===== src/rtl/mult_div_hilo_pkg.sv =====
// Shared types and defaults for the HI/LO multiply/divide unit.
package mult_div_hilo_pkg;

    localparam int unsigned WIDTH_DEF = 32;

    typedef enum logic [1:0] {
        IDLE   = 2'd0,
        MULT   = 2'd1,
        DIV    = 2'd2,
        FINISH = 2'd3
    } state_e;

endpackage


===== src/rtl/div_restoring_step.sv =====
// One restoring-division iteration: shift {remainder, quotient} left and trial-subtract the divisor.
module div_restoring_step #(
    parameter int unsigned WIDTH = 32
) (
    input  logic [WIDTH-1:0] rem_i,
    input  logic [WIDTH-1:0] quo_i,
    input  logic [WIDTH-1:0] divisor_i,
    output logic [WIDTH-1:0] rem_o,
    output logic [WIDTH-1:0] quo_o
);

    logic [WIDTH:0] shifted;
    logic [WIDTH:0] divisor_ext;
    logic           ge;

    always_comb begin
        shifted     = {rem_i, quo_i[WIDTH-1]};
        divisor_ext = {1'b0, divisor_i};
        ge          = (shifted >= divisor_ext);
        // When the trial fails, shifted < divisor, so it fits in WIDTH bits.
        rem_o       = ge ? WIDTH'(shifted - divisor_ext) : shifted[WIDTH-1:0];
        quo_o       = {quo_i[WIDTH-2:0], ge};
    end

endmodule


===== src/rtl/mult_div_hilo.sv =====
// Multicycle signed multiply (radix-2 Booth) / divide (restoring) unit owning the HI and LO registers.
module mult_div_hilo
    import mult_div_hilo_pkg::*;
#(
    parameter int unsigned WIDTH = WIDTH_DEF,
    parameter int unsigned ITER  = WIDTH
) (
    input  logic             clk,
    input  logic             reset,
    input  logic             start_mult,
    input  logic             start_div,
    input  logic [WIDTH-1:0] in_a,
    input  logic [WIDTH-1:0] in_b,
    output logic [WIDTH-1:0] hi_out,
    output logic [WIDTH-1:0] lo_out,
    output logic             busy,
    output logic             done,
    output logic             div_zero
);

    localparam int unsigned CW = (ITER > 1) ? $clog2(ITER) : 1;

    state_e           state_q, state_d;
    logic [CW-1:0]    cnt_q, cnt_d;
    logic [WIDTH:0]   acc_q, acc_d;
    logic [WIDTH-1:0] ql_q, ql_d;
    logic [WIDTH-1:0] opd_q, opd_d;
    logic [WIDTH-1:0] hi_q, hi_d;
    logic [WIDTH-1:0] lo_q, lo_d;
    logic             qm1_q, qm1_d;
    logic             is_div_q, is_div_d;
    logic             neg_quo_q, neg_quo_d;
    logic             neg_rem_q, neg_rem_d;
    logic             busy_q, busy_d;
    logic             done_q, done_d;
    logic             dz_q, dz_d;
    logic             dz_pend_q, dz_pend_d;

    logic [WIDTH:0]   m_ext;
    logic [WIDTH:0]   booth_sum;
    logic [WIDTH-1:0] a_mag, b_mag;
    logic [WIDTH-1:0] rem_nx, quo_nx;

    assign a_mag = in_a[WIDTH-1] ? WIDTH'(-in_a) : in_a;
    assign b_mag = in_b[WIDTH-1] ? WIDTH'(-in_b) : in_b;

    // Booth add/subtract; accumulator is one bit wider so -(-2^(W-1)) cannot overflow.
    always_comb begin
        m_ext = {opd_q[WIDTH-1], opd_q};
        case ({ql_q[0], qm1_q})
            2'b01:   booth_sum = acc_q + m_ext;
            2'b10:   booth_sum = acc_q - m_ext;
            default: booth_sum = acc_q;
        endcase
    end

    div_restoring_step #(
        .WIDTH(WIDTH)
    ) u_div_step (
        .rem_i    (acc_q[WIDTH-1:0]),
        .quo_i    (ql_q),
        .divisor_i(opd_q),
        .rem_o    (rem_nx),
        .quo_o    (quo_nx)
    );

    always_comb begin
        state_d   = state_q;
        cnt_d     = cnt_q;
        acc_d     = acc_q;
        ql_d      = ql_q;
        qm1_d     = qm1_q;
        opd_d     = opd_q;
        is_div_d  = is_div_q;
        neg_quo_d = neg_quo_q;
        neg_rem_d = neg_rem_q;
        hi_d      = hi_q;
        lo_d      = lo_q;
        busy_d    = (state_q == MULT) || (state_q == DIV);
        done_d    = 1'b0;
        dz_d      = 1'b0;
        dz_pend_d = 1'b0;

        case (state_q)
            IDLE: begin
                // Starts are dropped while a completion pulse is pending or visible.
                if (dz_pend_q) begin
                    done_d = 1'b1;
                    dz_d   = 1'b1;
                end else if (!done_q) begin
                    if (start_mult) begin
                        acc_d    = '0;
                        ql_d     = in_b;
                        qm1_d    = 1'b0;
                        opd_d    = in_a;
                        is_div_d = 1'b0;
                        cnt_d    = CW'(ITER - 1);
                        state_d  = MULT;
                    end else if (start_div) begin
                        if (in_b == '0) begin
                            dz_pend_d = 1'b1;
                        end else begin
                            acc_d     = '0;
                            ql_d      = a_mag;
                            opd_d     = b_mag;
                            neg_quo_d = in_a[WIDTH-1] ^ in_b[WIDTH-1];
                            neg_rem_d = in_a[WIDTH-1];
                            is_div_d  = 1'b1;
                            cnt_d     = CW'(ITER - 1);
                            state_d   = DIV;
                        end
                    end
                end
            end
            MULT: begin
                acc_d = {booth_sum[WIDTH], booth_sum[WIDTH:1]};
                ql_d  = {booth_sum[0], ql_q[WIDTH-1:1]};
                qm1_d = ql_q[0];
                if (cnt_q == '0) state_d = FINISH;
                else             cnt_d   = cnt_q - 1'b1;
            end
            DIV: begin
                acc_d = {1'b0, rem_nx};
                ql_d  = quo_nx;
                if (cnt_q == '0) state_d = FINISH;
                else             cnt_d   = cnt_q - 1'b1;
            end
            FINISH: begin
                done_d  = 1'b1;
                state_d = IDLE;
                if (is_div_q) begin
                    hi_d = neg_rem_q ? WIDTH'(-acc_q[WIDTH-1:0]) : acc_q[WIDTH-1:0];
                    lo_d = neg_quo_q ? WIDTH'(-ql_q) : ql_q;
                end else begin
                    hi_d = acc_q[WIDTH-1:0];
                    lo_d = ql_q;
                end
            end
            default: state_d = IDLE;
        endcase
    end

    always_ff @(posedge clk) begin
        if (!reset) begin
            state_q   <= IDLE;
            cnt_q     <= '0;
            acc_q     <= '0;
            ql_q      <= '0;
            qm1_q     <= 1'b0;
            opd_q     <= '0;
            is_div_q  <= 1'b0;
            neg_quo_q <= 1'b0;
            neg_rem_q <= 1'b0;
            hi_q      <= '0;
            lo_q      <= '0;
            busy_q    <= 1'b0;
            done_q    <= 1'b0;
            dz_q      <= 1'b0;
            dz_pend_q <= 1'b0;
        end else begin
            state_q   <= state_d;
            cnt_q     <= cnt_d;
            acc_q     <= acc_d;
            ql_q      <= ql_d;
            qm1_q     <= qm1_d;
            opd_q     <= opd_d;
            is_div_q  <= is_div_d;
            neg_quo_q <= neg_quo_d;
            neg_rem_q <= neg_rem_d;
            hi_q      <= hi_d;
            lo_q      <= lo_d;
            busy_q    <= busy_d;
            done_q    <= done_d;
            dz_q      <= dz_d;
            dz_pend_q <= dz_pend_d;
        end
    end

    assign hi_out   = hi_q;
    assign lo_out   = lo_q;
    assign busy     = busy_q;
    assign done     = done_q;
    assign div_zero = dz_q;

endmodule


===== config.mk =====
export PLATFORM = sky130hd
export DESIGN_NAME = mult_div_hilo
export DESIGN_NICKNAME = d
export VERILOG_FILES = /design/src/rtl/mult_div_hilo_pkg.sv /design/src/rtl/div_restoring_step.sv /design/src/rtl/mult_div_hilo.sv
export SDC_FILE = /design/constraint.sdc
export NUM_CORES = 1
export LEC_CHECK = 0
export ABC_AREA = 1
export CORE_ASPECT_RATIO = 1.25
export CORE_UTILIZATION = 45
export CTS_BUF_LIST = sky130_fd_sc_hd__clkbuf_8
export DETAILED_ROUTE_END_ITERATION = 10
export PLACE_DENSITY = 0.61
export SYNTH_ARGS = -nofsm -noshare
export SYNTH_HDL_FRONTEND = slang
export SYNTH_SLANG_ARGS = --single-unit

===== constraint.sdc =====
create_clock -name clk -period 3.73 [get_ports clk]
set_input_delay 0.5595 -clock clk [delete_from_list [all_inputs] [get_ports clk]]
set_output_delay 0.5595 -clock clk [all_outputs]
set_load 0.01 [all_outputs]

==> results.yml, run 1 <==
outcome:
  outcome: "completed"
pwr:
  p_sw_share_pct: 57.1
  internal-power_uw: 5780
  clockPowerShare_pct: 10.6
  p_seq_share_pct: 20.8
  leakagePower_uw: 0.00985
  pwr-share-comb_pct: 68.7
  irDropWorstVdd_mv: 0.467
  powerDensity_nw_per_um2: 670
  p_switching_uw: 7690
floorplanning:
  initial_utilization_pct: 45.6
  die_h_um: 224
  rows: 81
  die_w_um: 180
  design.core.area_um2: 39000
  die_area_um2: 40300
  io_pins: 135
detailed_routing:
  first_pass_iters: 7
  wl_per_cell_um: 19.6
  drc_errors: 0
  drt-total-wl_um: 72800
  ant_nets: 0
  vias: 20600
  routed_via_density: 5.55
  first_iter_violations: 1652
cts:
  cts_num_sinks: 176
  cts_max_path_buffers: 2
  insertion_delay_ps: 530
  cts_setup_buffers: 0
  cts_tree: "built"
  clk_pin_slew_ps: 110
  cts_buffers: 17
  hold_buffers: 0
  htreeDepth: 4
  ctsRootBufferMaster: "clkbuf_8"
critical_path:
  start_kind: "register"
  cp_max_fo: 4
  critPathArrivalTime_ps: 3920
  worstPathRequired_ps: 4200
  crit_type: "register to register"
  worst_setup_path_end_kind: "register"
place:
  detailed_place_hpwl_um: 58200
  portBuffers: 134
  globalplace.congestion: 1.04
  dp_worst_setup_slack_ps: 2.84
  placed_cells: 3673
synthesis:
  syn_area_um2: 17800
  yosysMostFrequentCell: "nand2_1"
  synthDistinctLibCells: 51
  synth_edf_count: 0
  ys.flop_type: "dfxtp_1"
  synth_area_leaders: "nand2_1, dfxtp_1, inv_1"
  async_flop_share_pct: 0
  seq_area_frac_synth_pct: 19.8
  syn_area_per_cell_um2: 5.72
  yosys-top-cells-count: "nand2_1, inv_1, nor2_1"
  synth_top_area_cell: "nand2_1"
  synthesis.nets: 3255
  ys_warn_count: 0
  synth_seq_cells: 176
  syn_inst: 3109
  synth_top_area_share_pct: 19.8
timing:
  timing.setup.tns_ps: 0
  min_period_ps: 3450
  tightest_slew_ps: 1010
  hold_slack_ps: 471
  period_share_pct: 92.6
  setup_violations: 0
  setup_ws_ps: 276
  max_freq_mhz: 290
  slew_viol_final: 0
  relSlewSlack_pct: 32.3
  hold_viol_final: 0
  fin_skew_ps: 27.3
global_routing:
  grt_pass1_wl_um: 111000
  grt.total_usage_pct: 36.0
  grt_pass1_vias: 19700
  gr-total-overflow: 0
  antenna_found_initial: 1
  grt_max_degree: 76
final_layout:
  instances_no_fill: 3706
  fill_cells: 4193
  drive_gt1_share_pct: 6.39
  area_delta_synth_final_pct: 13.0
  nets: 3340
run:
  drv_cap: 0
min_path:
  hold_class: "register to register"
## worst paths after layout
| check | from | endpoint | slack, ps | depth (start not counted) |
|---|---|---|---|---|
| max | opd_q[1]$_SDFFE_PN0P_ | acc_q[31]$_SDFFE_PN0P_ | 280 | 24 |
| min | neg_quo_q$_SDFFE_PN0P_ | neg_quo_q$_SDFFE_PN0P_ | 470 | 2 |
| max reg2reg | opd_q[1]$_SDFFE_PN0P_ | acc_q[31]$_SDFFE_PN0P_ | 280 | 24 |
| min reg2reg | neg_quo_q$_SDFFE_PN0P_ | neg_quo_q$_SDFFE_PN0P_ | 470 | 2 |
## stage by stage
step	power (uW)	cell area (um^2)	util [%]
CTS	13300	20000	51.3
global placement	11800	19600	50.3
floorplan	8860	17800	-
finish	13500	20100	51.5
detailed placement	11900	19600	50.3
global route	14500	20100	51.5
## worst max-delay path: stages, from the launching register on
cell      delay, ps
dfxtp_1         320
inv_1            70
buf_4           140
nand3_1         150
nor3_4          190
buf_4           160
nand2_1          80
o21ai_2         230
o211ai_1        190
nor2_1          170
xor2_1          170
ha_1            310
inv_1           120
o21ai_0         130
nand3_1          90
nand2_1          60
a21oi_1         210
nand2_1          80
a21oi_1         120
nand2_1          60
nand3_1          70
nand2_1          90
nand2_1          70
nor2_1           40
nor2_1           90
## power by group through the flow
stage / clock, uW / combinational (uW) / sequential [uW]
floorplan: 0 / 6190 / 2680
global placement: 0 / 8980 / 2800
detailed placement: 0 / 9040 / 2810
CTS: 1440 / 9080 / 2770
global route: 1500 / 10200 / 2830
finish: 1420 / 9250 / 2800
## registers in the layout (all words and copies together) (netlist names)
name       flops
is_div_q       1
div_zero       1
acc_q         33
busy           1
ql_q          32
dz_pend_q      1
lo_out        32
hi_out        32
neg_quo_q      1
neg_rem_q      1
state_q        2
qm1_q          1
done           1
cnt_q          5
opd_q         32
## area by class of cell
type | instances | area, um^2 | share of cell area (%)
Antenna cell | 1 | 2.50 | 0.0125
Clock buffer | 19 | 262 | 1.30
Clock inverter | 13 | 136 | 0.679
Inverter | 473 | 1780 | 8.85
Multi-Input combinational cell | 2338 | 12000 | 59.7
Sequential cell | 176 | 3520 | 17.5
Tap cell | 498 | 623 | 3.10
Timing Repair Buffer | 188 | 1770 | 8.83
## layout by cell type (no fill, tap or decap), types with 11 or more instances in the layout
cell and n:
nand3_2 25, o22ai_1 35, or2_2 12, nor2_1 292
a21oi_2 32, clkdlybuf4s50_1 132, inv_1 461, nand3_1 232
a21oi_1 195, o211ai_1 45, o221ai_1 24, o21ai_0 146
nand4_1 29, buf_4 51, o21ai_1 11, nand2_1 939
xor2_1 77, nor3_1 35, a31oi_1 21, ha_1 75
clkbuf_8 19, dfxtp_1 176, xnor2_1 23
## layer usage
metal	vias up	part of all wire, %	GRT usage [%]	wire length, um
li1	10200	-	-	-
met1	9435	38	38.8	27300
met2	739	48	62.9	34900
met3	224	4.6	3.79	3350
met4	0	9.8	32.0	7130
met5	-	0	0	0
## cell families (layout without fill, tap and decap cells)
| family | after synthesis | after routing | synth area share, % |
|---|---|---|---|
| AND/OR/NAND/NOR | 1615 | 1615 | 38.4 |
| buffers and inverters | 595 | 693 | 13.2 |
| AO/OA/AOI/OAI | 544 | 544 | 18.0 |
| flip-flops | 176 | 176 | 19.8 |
| XOR/XNOR | 101 | 101 | 4.97 |
| adder cells (fa/ha/maj) | 78 | 78 | 5.57 |
| other | 0 | 1 | 0 |
## timing repair
action / CTS / global route
gates resized for setup: 1 / 16
endpoints found under the setup margin: 1 / 14
hold endpoints to repair: 0 / 0
pin swaps: 1 / 1
(Power assumes the default switching activity.)
==> inputs of run 2 (changes only) <==
CORE_MARGIN = 4   (was default)
CORE_UTILIZATION = 62   (was 45)
PLACE_DENSITY = 0.81   (was 0.61)
==> run 2 against run 1 <==
Compared with the run above:
- clock power is 4% higher
- first-iteration DRC count is 49% higher
- wire length is 6.4% lower
- count of clock-buffer cells in the layout is 2 lower
- register-to-register slack hardly changed
- sequential power hardly changed
- via count is 4.4% higher
- total power is 1.1% lower
- final cell count is 4.3% lower
- hold slack better by 7.7 ps
- critical path type unchanged
- largest power group unchanged
==> results.yml, run 2 (same netlist as run 1, synthesis figures left out) <==
outcome:
  outcome: "completed"
pwr:
  leakagePower_uw: 0.00978
  powerDensity_nw_per_um2: 672
  p_switching_uw: 7640
  internal-power_uw: 5670
  clockPowerShare_pct: 11.1
  p_sw_share_pct: 57.4
  irDropWorstVdd_mv: 0.466
  pwr-share-comb_pct: 67.8
  p_seq_share_pct: 21.1
place:
  globalplace.congestion: 1.07
  portBuffers: 134
  place_area_um2: 19300
  placed_cells: 3514
  dp_worst_setup_slack_ps: 135
  detailed_place_hpwl_um: 52800
timing:
  tightest_slew_ps: 938
  rsz0062_at_grt: "yes"
  slew_viol_final: 0
  setup_ws_ps: 264
  setup_violations: 0
  period_share_pct: 92.9
  max_freq_mhz: 288
  fin_skew_ps: 32.0
  relSlewSlack_pct: 37.4
  min_period_ps: 3470
  hold_viol_final: 0
detailed_routing:
  first_pass_iters: 7
  first_iter_violations: 2464
  routed_via_density: 6.06
  vias: 21500
  drt-total-wl_um: 68100
  ant_nets: 0
  drc_errors: 0
  wl_per_cell_um: 19.2
final_layout:
  drive_gt1_share_pct: 5.92
  nets: 3326
  layout_common_cells: "nand2_1, inv_1, nor2_1"
  diodes: 0
  largest_reg_flops: 33
  area_delta_synth_final_pct: 11.4
  instances_no_fill: 3548
  layout_commonest_cell: "nand2_1"
  top_register: "acc_q"
  design_area_um2: 19800
critical_path:
  critPathBufInv: 2
  worst_setup_path_end_kind: "register"
  worstPathRequired_ps: 4090
  crit_path_top_delay_cell: "dfxtp_1"
  cp_top_family: "simple AND/OR/NAND/NOR gates"
  critPathArrivalTime_ps: 3830
  crit_type: "register to register"
  start_kind: "register"
  cpPeakStageDelay_ps: 340
  crit_chain: "inv_1 -> ha_1 -> nand3_1 -> nor2_1 -> nor2_1 -> a21oi_2 -> o21ai_1 -> nor2_2 -> buf_4 -> xor2_1 -> ha_1 -> a21oi_1 -> o21ai_0 -> nand2_1 -> nand2_1 -> a21oi_1 -> nand2_1 -> nand2_1 -> nand3_1 -> nand2_1 -> nand2_1 -> nand2_1 -> a21oi_2"
  cpMostUsedCell: "nand2_1"
  cp_max_fo: 5
cts:
  clk_pin_slew_ps: 130
  cts_tree: "built"
  cts_num_sinks: 176
  ctsRootBufferMaster: "clkbuf_8"
  htreeDepth: 4
  cts_max_path_buffers: 2
  cts_buffers: 17
  insertion_delay_ps: 490
global_routing:
  grt_pass1_wl_um: 106000
  grt_pass1_vias: 20300
  grt_max_degree: 76
  grt.total_usage_pct: 42.0
  antenna_found_initial: 0
  gr-total-overflow: 0
floorplanning:
  design.core.area_um2: 28400
  io_pins: 135
  initial_utilization_pct: 62.6
  rows: 69
  die_area_um2: 31500
  die_w_um: 160
  die_h_um: 197
run:
  drv_cap: 0
min_path:
  hold_class: "register to register"
## run 2: cell types whose count changed in the layout (fill, tap and decap cells not counted), moves of 3 or more
cell      previous run  this run
buf_4               51        38
inv_6                6         3
nand3_2             25        22
clkinv_8             0         7
nand3_1            232       235
## run 2: routing by layer
layer  wire, um  share of wire (%)  up-vias  track usage, %
li1           -                  -    10200               -
met1      23600                 35     9673            45.9
met2      31100                 46     1263            70.5
met3       5650                8.3      395            5.95
met4       7750                 11        0            38.6
met5          0                  0        -               0
## run 2: path summary, 6_finish.rpt
check	start	to	slack (ps)	depth (start not counted)
setup reg to reg	opd_q[0]$_SDFFE_PN0P_	acc_q[28]$_SDFFE_PN0P_	260	23
hold / removal	cnt_q[0]$_SDFFE_PN0P_	cnt_q[0]$_SDFFE_PN0P_	480	2
setup / recovery	opd_q[0]$_SDFFE_PN0P_	acc_q[28]$_SDFFE_PN0P_	260	23
hold reg to reg	cnt_q[0]$_SDFFE_PN0P_	cnt_q[0]$_SDFFE_PN0P_	480	2
## run 2: layout make-up
type / instances / area [um^2]
multi-input combinational: 2338 / 12000
fill: 2589 / 8590
sequential: 176 / 3520
inverter: 473 / 1780
timing repair buffer: 174 / 1660
tap: 355 / 444
clock buffer: 17 / 234
clock inverter: 15 / 215
## run 2: tightest hold or removal path, delay by kind of cell, from the launching register on
kind / cells / cell delay, ps
AOI/OAI and AO/OA: 1 / 60
and+or+nand+nor: 1 / 60
DFF: 1 / 320
## run 2: timing repair
item                       4_1_cts  5_1_grt
hold buffers                     0        0
gates resized for setup          0       12
setup buffers                    0        2
setup endpoints to repair        0       12
## run 2: per-stage QoR
| step | TNS (ps) | utilization [%] | power, uW | hold slack [ps] |
|---|---|---|---|---|
| after floorplan | 0 | - | 8860 | 441 |
| after detailed placement | 0 | 68.0 | 11500 | 460 |
| after global routing | -9.24 | 69.8 | 14200 | 507 |
| after CTS | 0 | 69.6 | 12900 | 477 |
| after global placement | 0 | 68.0 | 11300 | 453 |
| final | 0 | 69.8 | 13300 | 478 |
## run 2: power groups by stage
stage	clock network [uW]	logic (uW)	registers [uW]
5_1_grt	1530	9870	2830
2_1_floorplan	0	6190	2680
4_1_cts	1460	8710	2760
3_5_place_dp	0	8660	2800
3_3_place_gp	0	8480	2790
6_report	1470	9030	2810
